--- src/rtl/div_unit.sv ---
// Multi-cycle restoring divider for DIV/DIVU, one quotient bit per cycle.
// Optional DIV_FAST_ZERO_EN: a zero dividend skips the iteration loop.
module div_unit #(
    parameter int WIDTH = 32,
    parameter int CNT_W = 6
) (
    input  logic               clk,
    input  logic               rst,
    input  logic               signed_div_i,
    input  logic [WIDTH-1:0]   opdata1_i,
    input  logic [WIDTH-1:0]   opdata2_i,
    input  logic               start_i,
    input  logic               annul_i,
    output logic [2*WIDTH-1:0] result_o,
    output logic               ready_o
);

    typedef enum logic [1:0] {
        S_FREE,
        S_BYZERO,
        S_ON,
        S_END
    } state_e;

    localparam logic [CNT_W-1:0] CNT_MAX = CNT_W'(WIDTH);

    state_e             state_q, state_d;
    logic [2*WIDTH:0]   work_q, work_d;
    logic [CNT_W-1:0]   cnt_q, cnt_d;
    logic [WIDTH-1:0]   dvsr_q, dvsr_d;
    logic               sgn_q, sgn_d;
    logic               neg_a_q, neg_a_d;
    logic               neg_b_q, neg_b_d;
    logic [2*WIDTH-1:0] result_q, result_d;
    logic               ready_q, ready_d;

    logic               go;
    logic               zero_path;
    logic               neg_a, neg_b;
    logic [WIDTH-1:0]   mag_a, mag_b;
    logic [WIDTH:0]     trial;
    logic [WIDTH-1:0]   quo, rem, quo_f, rem_f;

    assign go = start_i && !annul_i;

`ifdef DIV_FAST_ZERO_EN
    assign zero_path = (opdata2_i == '0) || (opdata1_i == '0);
`else
    assign zero_path = (opdata2_i == '0);
`endif

    assign neg_a = signed_div_i && opdata1_i[WIDTH-1];
    assign neg_b = signed_div_i && opdata2_i[WIDTH-1];
    assign mag_a = neg_a ? ('0 - opdata1_i) : opdata1_i;
    assign mag_b = neg_b ? ('0 - opdata2_i) : opdata2_i;

    // Trial subtract on the partial remainder; bit WIDTH is the borrow.
    assign trial = {1'b0, work_q[2*WIDTH-1:WIDTH]} - {1'b0, dvsr_q};

    assign quo   = work_q[WIDTH-1:0];
    assign rem   = work_q[2*WIDTH:WIDTH+1];
    assign quo_f = (sgn_q && (neg_a_q ^ neg_b_q)) ? ('0 - quo) : quo;
    assign rem_f = (sgn_q && neg_a_q) ? ('0 - rem) : rem;

    always_ff @(posedge clk) begin
        if (rst) begin
            state_q  <= S_FREE;
            work_q   <= '0;
            cnt_q    <= '0;
            dvsr_q   <= '0;
            sgn_q    <= 1'b0;
            neg_a_q  <= 1'b0;
            neg_b_q  <= 1'b0;
            result_q <= '0;
            ready_q  <= 1'b0;
        end else begin
            state_q  <= state_d;
            work_q   <= work_d;
            cnt_q    <= cnt_d;
            dvsr_q   <= dvsr_d;
            sgn_q    <= sgn_d;
            neg_a_q  <= neg_a_d;
            neg_b_q  <= neg_b_d;
            result_q <= result_d;
            ready_q  <= ready_d;
        end
    end

    always_comb begin
        state_d = state_q;
        unique case (state_q)
            S_FREE: begin
                if (go) begin
                    state_d = zero_path ? S_BYZERO : S_ON;
                end
            end
            S_BYZERO: state_d = S_END;
            S_ON: begin
                if (annul_i) begin
                    state_d = S_FREE;
                end else if (cnt_q == CNT_MAX) begin
                    state_d = S_END;
                end
            end
            S_END: begin
                if (!start_i) begin
                    state_d = S_FREE;
                end
            end
            default: state_d = S_FREE;
        endcase
    end

    always_comb begin
        work_d   = work_q;
        cnt_d    = cnt_q;
        dvsr_d   = dvsr_q;
        sgn_d    = sgn_q;
        neg_a_d  = neg_a_q;
        neg_b_d  = neg_b_q;
        result_d = '0;
        ready_d  = 1'b0;
        unique case (state_q)
            S_FREE: begin
                if (go) begin
                    work_d  = {{WIDTH{1'b0}}, mag_a, 1'b0};
                    cnt_d   = '0;
                    dvsr_d  = mag_b;
                    sgn_d   = signed_div_i;
                    neg_a_d = neg_a;
                    neg_b_d = neg_b;
                end
            end
            S_BYZERO: work_d = '0;
            S_ON: begin
                if (annul_i) begin
                    cnt_d = '0;
                end else if (cnt_q != CNT_MAX) begin
                    if (trial[WIDTH]) begin
                        work_d = {work_q[2*WIDTH-1:0], 1'b0};
                    end else begin
                        work_d = {trial[WIDTH-1:0],
                                  work_q[WIDTH-1:0], 1'b1};
                    end
                    cnt_d = cnt_q + 1'b1;
                end else begin
                    work_d = {rem_f, work_q[WIDTH], quo_f};
                    cnt_d  = '0;
                end
            end
            S_END: begin
                if (start_i) begin
                    result_d = {rem, quo};
                    ready_d  = 1'b1;
                end
            end
            default: ;
        endcase
    end

    assign result_o = result_q;
    assign ready_o  = ready_q;

endmodule

--- config.mk ---
export PLATFORM = sky130hd
export DESIGN_NAME = div_unit
export DESIGN_NICKNAME = d
export VERILOG_FILES = /design/src/rtl/div_unit.sv
export SDC_FILE = /design/constraint.sdc
export NUM_CORES = 1
export LEC_CHECK = 0
export CORE_UTILIZATION = 57
export DETAILED_ROUTE_END_ITERATION = 7
export GPL_ROUTABILITY_DRIVEN = 0
export PLACE_DENSITY = 0.78
export SETUP_SLACK_MARGIN = 0.1
export SKIP_LAST_GASP = 1
export SYNTH_ARGS = -nofsm -noshare
export SYNTH_HDL_FRONTEND = slang
export SYNTH_SLANG_ARGS = --single-unit
--- constraint.sdc ---
create_clock -name clk -period 3.6 [get_ports clk]
set_input_delay 0.72 -clock clk [delete_from_list [all_inputs] [get_ports clk]]
set_output_delay 0.72 -clock clk [all_outputs]
set_load 0.01 [all_outputs]
# Word level (Yosys, flattened, before mapping)
# Index checks and enable logic that the tools add are counted.
[totals] word_cells=70 register_bits=173 out_inout_bits=65 input_bits=69
[op_classes] eq_ne=12 n_reduce_logical=18 muxes=20 n_addsub=6 n_bitwise=3
[op_table] operator="65-bit 2-to-1 mux" count=4
[op_table] operator="65-bit one-hot mux with 3 select lines" count=1
[op_table] operator="32-bit 2-to-1 mux" count=4
[op_table] operator="1-bit by 32-bit subtractor with 32-bit output, first input constant" count=4
[op_table] operator="32-bit by 32-bit subtractor with 33-bit output" count=1
[op_table] operator="32-bit zero test" count=1
[op_table] operator="6-bit 2-to-1 mux" count=3
[op_table] operator="6-bit one-hot mux with 2 select lines" count=1
[op_table] operator="4-bit AND reduction" count=3
[op_table] operator="2-bit 2-to-1 mux" count=5
[op_table] operator="3-bit != test, second input constant" count=3
[op_table] operator="2-bit != test, second input constant" count=4
[op_table] operator="2-bit one-hot mux with 4 select lines" count=1
[op_table] operator="6-bit by 1-bit adder with 6-bit output, second input constant" count=1
[op_table] operator="6-bit == test, second input constant" count=1
[op_table] operator="6-bit != test, second input constant" count=1
[op_table] operator="1-bit logical AND" count=5
[op_table] operator="2-bit == test, second input constant" count=2
[op_table] operator="2-bit AND reduction" count=2
[op_table] operator="3-bit AND reduction" count=1
[op_table] operator="3-bit nonzero test" count=1
[op_table] operator="3-bit OR reduction" count=1
[op_table] operator="2-bit by 1-bit == test with 1-bit output, second input constant" count=1
[op_table] operator="2-bit zero test" count=1
[op_table] operator="other kinds (6)" count=7

# Logic depth before layout (Yosys ltp)
# Gate-level depths: netlist of run 1.
[depth] depth_word=6 mapped_depth=14

# Worst setup path after synthesis of run 1
# No wires, ideal clock.
[synth_timing] path_kind="register -> register" startpoint="reg work_q[32]" endpoint="reg work_q[61]" setup_slack_ns=0.290 path_stages_with_launch=14 path_buffers=2 t_arrival_ns=3.174 synth_period_minus_slack_ns=3.310 setup_ns=0.136 required_ns=3.464 cell_sequence="dfxtp_1 inv_1 ha_1 fa_1 nand2b_1 a21o_1 a211o_1 a21oi_1 a21oi_1 o21bai_1 clkbuf_1 clkbuf_1 mux2i_1 a21oi_1"
[synth_between] elab_chain_cells=5
[synth_lines] element="from (decl)" line_no="28" rtl="logic [2*WIDTH:0] work_q, work_d;"
[synth_lines] element="from (signal assigned)" line_no="78" rtl="work_q <= work_d;"
[synth_lines] element="32-bit by 32-bit subtractor with 33-bit output" line_no="58" rtl="assign trial = {1'b0, work_q[2*WIDTH-1:WIDTH]} - {1'b0, dvsr_q};"
[synth_lines] element="65-bit 2-to-1 mux" line_no="139" rtl="if (trial[WIDTH]) begin"
[synth_lines] element="65-bit 2-to-1 mux" line_no="138" rtl="end else if (cnt_q != CNT_MAX) begin"
[synth_lines] element="65-bit 2-to-1 mux" line_no="136" rtl="if (annul_i) begin"
[synth_lines] element="65-bit one-hot mux with 3 select lines" line_no="123" rtl="unique case (state_q)"
# Every way passes these cells. The select of a mux whose other input is x is not followed.
# A chain may end at the register's enable or synchronous reset.

# Worst setup path in the final report of run 1
[layout_timing] startpoint="reg work_q[41]" endpoint="reg work_q[49]"
[layout_between] elab_chain_cells=5
[layout_lines] element="1-bit by 32-bit subtractor with 32-bit output or 32-bit by 32-bit subtractor with 33-bit output (tied branches)" line_no="63, 58"
[layout_lines] element="32-bit 2-to-1 mux or 65-bit 2-to-1 mux (tied branches)" line_no="63, 139"
[layout_lines] element="65-bit 2-to-1 mux (*)" line_no="138"
[layout_lines] element="65-bit 2-to-1 mux (*)" line_no="136"
[layout_lines] element="65-bit one-hot mux with 3 select lines (*)" line_no="123"
# Mark *: on every way between the ends. The rest lies on a longest branch, timed or not. The select of a mux whose other input is x is not followed.

==> impl_metrics.ini, run 1 <==
[status]
status = complete, no violations

[timing]
tightest_slew_ns = 0.833
min_period_ns = 3.32
finalMaxSlewViolations = 0
period_share_pct = 92.2
timing.final.ws_setup_ns = 0.282
setup_viol = 0
hold_viol = 0
relSlewSlack_pct = 44.3
fmax_mhz = 301
rsz0062_at_grt = false
worst_clock_skew_ns = 0.0100

[pwr]
leakagePower_nw = 5.17
p_switching_mw = 3.83
p_comb_share_pct = 50.4
clockPowerShare_pct = 22.5
ir_drop_mv = 0.449
p_per_area_nw_per_um2 = 675
total_power_mw = 9.09
internal-power_mw = 5.26
seq_power_share_pct = 27.0
swShare_pct = 42.2

[hold_path]
hold_path_class = register to register

[synth]
ys_ff_latch = 173
synth-seq-area-share_pct = 31.3
synth_edf_count = 0
post-synth-top-area-fraction_pct = 31.3
synth_area_leader_cell = dfxtp_1
async_flop_share_pct = 0
synth_cells = 1414
synth_nets = 1526
synthTopCellsByArea = dfxtp_1 31%, nor2_1 4.9%, o21ai_0 4.8%
dominantRegCellSynth = dfxtp_1
netlist_area_um2 = 11100
synth.avg_cell_area_um2 = 7.84
yosys_warnings = 0
synth_cell_type_count = 78

[setup_path]
cp-start-kind = register
r2r-end = work_q[49]$_SDFFE_PP0P_
startpoint = work_q[41]$_SDFFE_PP0P_
cp_slowest_cell = dfxtp_1
r2r_cells = 11
cp.required_ns = 3.94
critical-path-top-delay-family = compound AO/OA/AOI/OAI gates
crit_cells = 11
endpoint = work_q[49]$_SDFFE_PP0P_
cp_cell_sequence = ha_1, a21o_1, a31o_2, nor3_1, a21oi_2, a21oi_1, o21bai_4, buf_12, buf_4, or3_1, a32o_1
crit_path_end_kind = register
r2r_setup_slack_ns = 0.28
worstPathMaxFanout = 20
cpPeakStageDelay_ns = 0.55
crit_arrival_ns = 3.65
critical_path_class = register to register
timing.rr.start = work_q[41]$_SDFFE_PP0P_
critical_path_buf_inv_count = 2

[clock_tree]
clk_transition_reported_paths_ns = 0.07
cts_tree = done
cts_hold_buffers = 0
cts_inserted_buffers = 17
cts_root_buf = clkbuf_16
clk_latency_ns = 0.44
cts_buffer_depth = 2
ctsHtreeMaxLevel = 4
cts_resized = 0
cts.sinks = 173
cts_setup_buffers = 0

[layout]
final_common_cell = dfxtp_1
drive_above_1_share_pct = 7.95
syn_to_final_growth_pct = 21.6
final_area_um2 = 13500
nNetsFinal = 1658
final_cell_mix = 173 x dfxtp_1, 144 x nor2_1, 132 x clkdlybuf4s50_1
nFillCells = 1587
n_antenna_cell = 0

[route]
drc_errors = 0
wl_per_cell_um = 17.0
postRouteAntennaNets = 0
drt_iter0_markers = 1400
routed_via_density = 6.13
dr.pass1.iters = 6
vias = 11147
routed_wirelength_um = 31000

[global_routing]
grt_first_pass_wirelength_um = 49600
grtUsageTotal_pct = 30.8
grt_max_degree = 60
grt_pass1_vias = 9879
gr-total-overflow = 0
antenna_found_initial = 0

[die]
die_width_um = 141
initial_core_util_pct = 58.6
boundaryPins = 134
core_area_um2 = 18900
rows = 50
die_area_um2 = 20000
die_y_um = 141

[place]
dpl_cell_area_um2 = 12800
hpwl_um = 22500
port_buffers = 133
dp_slack_ns = -0.0737

[job]
drv_cap = 0
power by group through the flow:
stage               Combinational, mW  Sequential (mW)  Clock, mW
CTS                              4.47             2.44       2.07
global placement                 4.36             2.47          0
detailed placement               4.44             2.48          0
global route                     4.99             2.49       2.15
finish                           4.59             2.46       2.05
floorplan                        3.35             2.37          0
logic make-up (layout without fill, tap and decap cells):
| logic type | after synthesis | count (layout) | synth area share (%) |
|---|---|---|---|
| buffers and inverters | 144 | 289 | 5.92 |
| AOI/OAI and AO/OA | 423 | 423 | 24.6 |
| adders and majority gates | 43 | 43 | 4.92 |
| xor gates and xnor gates | 92 | 92 | 7.27 |
| and+or+nand+nor | 514 | 514 | 23.7 |
| DFF | 173 | 173 | 31.3 |
| muxes | 25 | 25 | 2.30 |
through the flow:
stage	std cells	hold slack [ns]	util (%)	TNS, ns
finish	1819	0.476	71.3	0
global route	1819	0.488	71.3	0
CTS	1819	0.474	71.3	0
detailed placement	1787	0.464	67.8	-0.279
global placement	1787	0.449	67.8	-0.210
floorplan	1414	0.432	-	0
registers in the layout, indices dropped and copies added (netlist names):
register,cells
neg_a_q,1
cnt_q,6
result_o,64
ready_o,1
dvsr_q,32
state_q,2
neg_b_q,1
sgn_q,1
work_q,65
worst min-delay path: stages (launching register included):
cell	delay, ns
dfxtp_1	0.32
nand2_1	0.05
a21oi_1	0.05
layout make-up:
class	instances	area [um2]	share of cell area [%]
multi-input cells	1097	6990	51.9
inverters	64	240	1.78
well taps	260	325	2.42
flip-flops and latches	173	3460	25.7
clock inverters	15	229	1.70
repair buffers	193	1800	13.4
clock buffers	17	425	3.16
worst min path at each step:
stage,from,end,cells past startpoint
floorplan,dvsr_q[29]$_SDFFE_PP0P_,dvsr_q[29]$_SDFFE_PP0P_,2
global route,dvsr_q[29]$_SDFFE_PP0P_,dvsr_q[29]$_SDFFE_PP0P_,2
global placement,dvsr_q[31]$_SDFFE_PP0P_,dvsr_q[31]$_SDFFE_PP0P_,2
detailed placement,dvsr_q[29]$_SDFFE_PP0P_,dvsr_q[29]$_SDFFE_PP0P_,2
finish,sgn_q$_SDFFE_PP0P_,sgn_q$_SDFFE_PP0P_,2
CTS,dvsr_q[29]$_SDFFE_PP0P_,dvsr_q[29]$_SDFFE_PP0P_,2
cells in the mapped netlist, types with 7 or more instances:
cell,count
nand3_1,26
a21o_1,21
nor4_1,9
inv_1,64
o211ai_1,7
xnor2_1,52
o41ai_1,7
nand3b_1,7
clkbuf_1,61
o221ai_1,22
a211oi_1,31
and3_1,15
dfxtp_1,173
a21oi_1,102
a31oi_1,24
or4_1,11
nor2b_1,7
clkbuf_8,8
ha_1,42
o31ai_1,17
xor2_1,40
and2_1,61
nor3_1,63
o21ai_0,106
a22oi_1,11
nand2b_1,18
nor2_1,145
nand2_1,95
mux2i_1,21
o22ai_1,9
or3_1,18
per-layer routing:
layer | vias to the layer above | GRT usage, % | part of all wire, %
met5 | - | 0 | 0
met1 | 5130 | 44.2 | 45
met3 | 58 | 6.41 | 10
met2 | 558 | 46.2 | 43
met4 | 0 | 9.00 | 2.0
li1 | 5401 | - | -
(Power assumes the default switching activity.)
==> inputs of run 2 (changes only) <==
--- a/config.mk
+++ b/config.mk
@@ -6,6 +6,7 @@
 export NUM_CORES = 1
 export LEC_CHECK = 0
 export CORE_UTILIZATION = 57
+export CTS_CLUSTER_SIZE = 28
 export DETAILED_ROUTE_END_ITERATION = 7
 export GPL_ROUTABILITY_DRIVEN = 0
 export PLACE_DENSITY = 0.78
==> results of run 2 <==
The final DEF is identical to that of run 1; final timing and power are the same.
==> inputs of run 3 (changes only) <==
==> constraint.sdc (replaced) <==
create_clock -name clk -period 3.3 [get_ports clk]
set_input_delay 0.66 -clock clk [delete_from_list [all_inputs] [get_ports clk]]
set_output_delay 0.66 -clock clk [all_outputs]
set_load 0.01 [all_outputs]
==> run 3 against run 2 <==
Net effect: clock power is 12% higher; combinational power rose by 19%; critical path depth is 2 higher; largest power group unchanged; die area unchanged; largest cell class unchanged; critical path type unchanged; power is 15% higher; highest routed layer unchanged.
==> impl_metrics.ini, run 3 (same netlist as run 1, synthesis figures left out) <==
[status]
status = complete, no violations

[pwr]
leakagePower_nw = 5.39
total_power_mw = 10.4
p_per_area_nw_per_um2 = 752
ir_drop_mv = 0.550

[clock_tree]
cts_buffer_depth = 2
cts.sinks = 173
cts_inserted_buffers = 17
cts_root_buf = clkbuf_16
clk_transition_reported_paths_ns = 0.07
ctsHtreeMaxLevel = 4
cts_tree = done
clk_latency_ns = 0.44

[timing]
rsz0062_at_grt = true
finalMaxSlewViolations = 0
tightest_slew_ns = 0.862
period_share_pct = 95.8
worst_clock_skew_ns = 0.00699
finalSetupTns_ns = 0
min_period_ns = 3.16
timing.hold.ws_ns = 0.469
relSlewSlack_pct = 42.3
fmax_mhz = 316
hold_viol = 0
setup_viol = 0

[setup_path]
cp_slowest_cell = fa_1
r2r_setup_slack_ns = 0.14
crit_path_end_kind = register
crit_arrival_ns = 3.48
worstPathMaxFanout = 11
cp_cell_sequence = inv_1, ha_1, fa_1, nand2b_1, a21o_1, a211o_1, a21oi_4, a21oi_2, o21bai_4, buf_12, buf_4, mux2i_1, a2111oi_1
r2r_cells = 13
cpPeakStageDelay_ns = 0.38
cp.required_ns = 3.62
cp-start-kind = register
timing.rr.start = work_q[32]$_SDFFE_PP0P_
startpoint = work_q[32]$_SDFFE_PP0P_
critical_path_buf_inv_count = 3
critical-path-top-delay-family = compound AO/OA/AOI/OAI gates
r2r-end = work_q[55]$_SDFFE_PP0P_
critical_path_class = register to register

[global_routing]
grt_busiest_layer = met2
antenna_found_initial = 0
grt_pass1_vias = 9966
grtUsageMet2_pct = 48.2
grtUsageTotal_pct = 31.8
grt_first_pass_wirelength_um = 50900
grt_util_met3_pct = 5.91
grt_max_degree = 60
gr-total-overflow = 0
gr-usage-met1_pct = 45.0

[job]
drv_cap = 0

[route]
routed_wirelength_um = 31600
wl_per_cell_um = 17.0
postRouteAntennaNets = 0
vias = 11339
drt_iter0_markers = 1048
drc_errors = 0
dr.pass1.iters = 5
routed_via_density = 6.11

[place]
hpwl_um = 23000
dpl_cell_area_um2 = 13100
placed_cells = 1819
port_buffers = 133

[layout]
final_area_um2 = 13900
final_common_cell = dfxtp_1
largest-register = work_q
nNetsFinal = 1694
nFillCells = 1511
syn_to_final_growth_pct = 25.3
fin_cells = 1855
drive_above_1_share_pct = 10.9
final_cell_mix = 171 x dfxtp_1, 143 x nor2_1, 132 x clkdlybuf4s50_1
n_antenna_cell = 0
largest_reg_flops = 65

[die]
die_y_um = 141
boundaryPins = 134
initial_core_util_pct = 58.6
rows = 50
die_width_um = 141
die_area_um2 = 20000
core_area_um2 = 18900

[hold_path]
hp-start = dvsr_q[29]$_SDFFE_PP0P_
hold_path_class = register to register
whs_path_depth = 2
holdPathEnd = dvsr_q[29]$_SDFFE_PP0P_
[run 3: changes by cell type in the layout (fill, tap and decap cells not counted), moves of 2 or more]
cell      previous run  this run
nor3_2               0         3
dfxtp_2              0         2
nor3_1              63        60
clkbuf_8             0         2
buf_4               58        91
inv_6                5         3
buf_12               2         4
dfxtp_1            173       171
clkinv_4             1         3
clkinv_8             2         0
[run 3: layer usage]
layer  wire (um)  vias to the layer above
met5           0                        -
met4         818                        0
met3        3040                       72
met2       13500                      582
met1       14300                     5225
li1            -                     5460
[run 3: metrics by stage]
step           worst slack (ns)  utilization, %
2_1_floorplan             0.118               -
3_3_place_gp             -0.396            69.1
3_5_place_dp             -0.414            69.1
4_1_cts                  0.0859            72.8
5_1_grt                 -0.0309            73.5
6_report                  0.140            73.5
[run 3: cell type report]
cell class | count | area, um2 | share of cell area [%]
Clock inverter | 13 | 225 | 1.62
Sequential cell | 173 | 3470 | 25.0
Tap cell | 260 | 325 | 2.34
Clock buffer | 19 | 453 | 3.26
Timing Repair Buffer | 229 | 2100 | 15.1
Inverter | 64 | 240 | 1.73
Multi-Input combinational cell | 1097 | 7070 | 50.9
[run 3: what timing repair did]
action	CTS	global route
hold buffers	0	0
buffers inserted	0	4
setup endpoints to repair	13	31
pin swaps	0	6
gates resized for setup	5	18
[run 3: how the worst max path moves through the flow]
stage,end,slack (ns),cells after the start
2_1_floorplan,work_q[61]$_SDFFE_PP0P_,0.12,13
3_3_place_gp,work_q[29]$_SDFFE_PP0P_,-0.40,11
3_5_place_dp,work_q[23]$_SDFFE_PP0P_,-0.41,12
4_1_cts,work_q[55]$_SDFFE_PP0P_,0.09,13
5_1_grt,work_q[55]$_SDFFE_PP0P_,-0.03,10
6_report,work_q[55]$_SDFFE_PP0P_,0.14,13
[run 3: worst register-to-register path, delay by kind of cell (launching register included)]
family / cells / cell delay, ns
muxes: 1 / 0.12
buffers and inverters: 3 / 0.38
DFF: 1 / 0.36
and+or+nand+nor: 1 / 0.18
adders and majority gates: 2 / 0.61
AOI/OAI and AO/OA: 6 / 1.39
[run 3: power breakdown]
| part | total (mW) | internal, mW | leakage (nW) | switching (mW) |
|---|---|---|---|---|
| Clock | 2.30 | 1.41 | 0.333 | 0.893 |
| Sequential | 2.68 | 2.34 | 1.41 | 0.349 |
| Combinational | 5.45 | 2.40 | 3.65 | 3.05 |
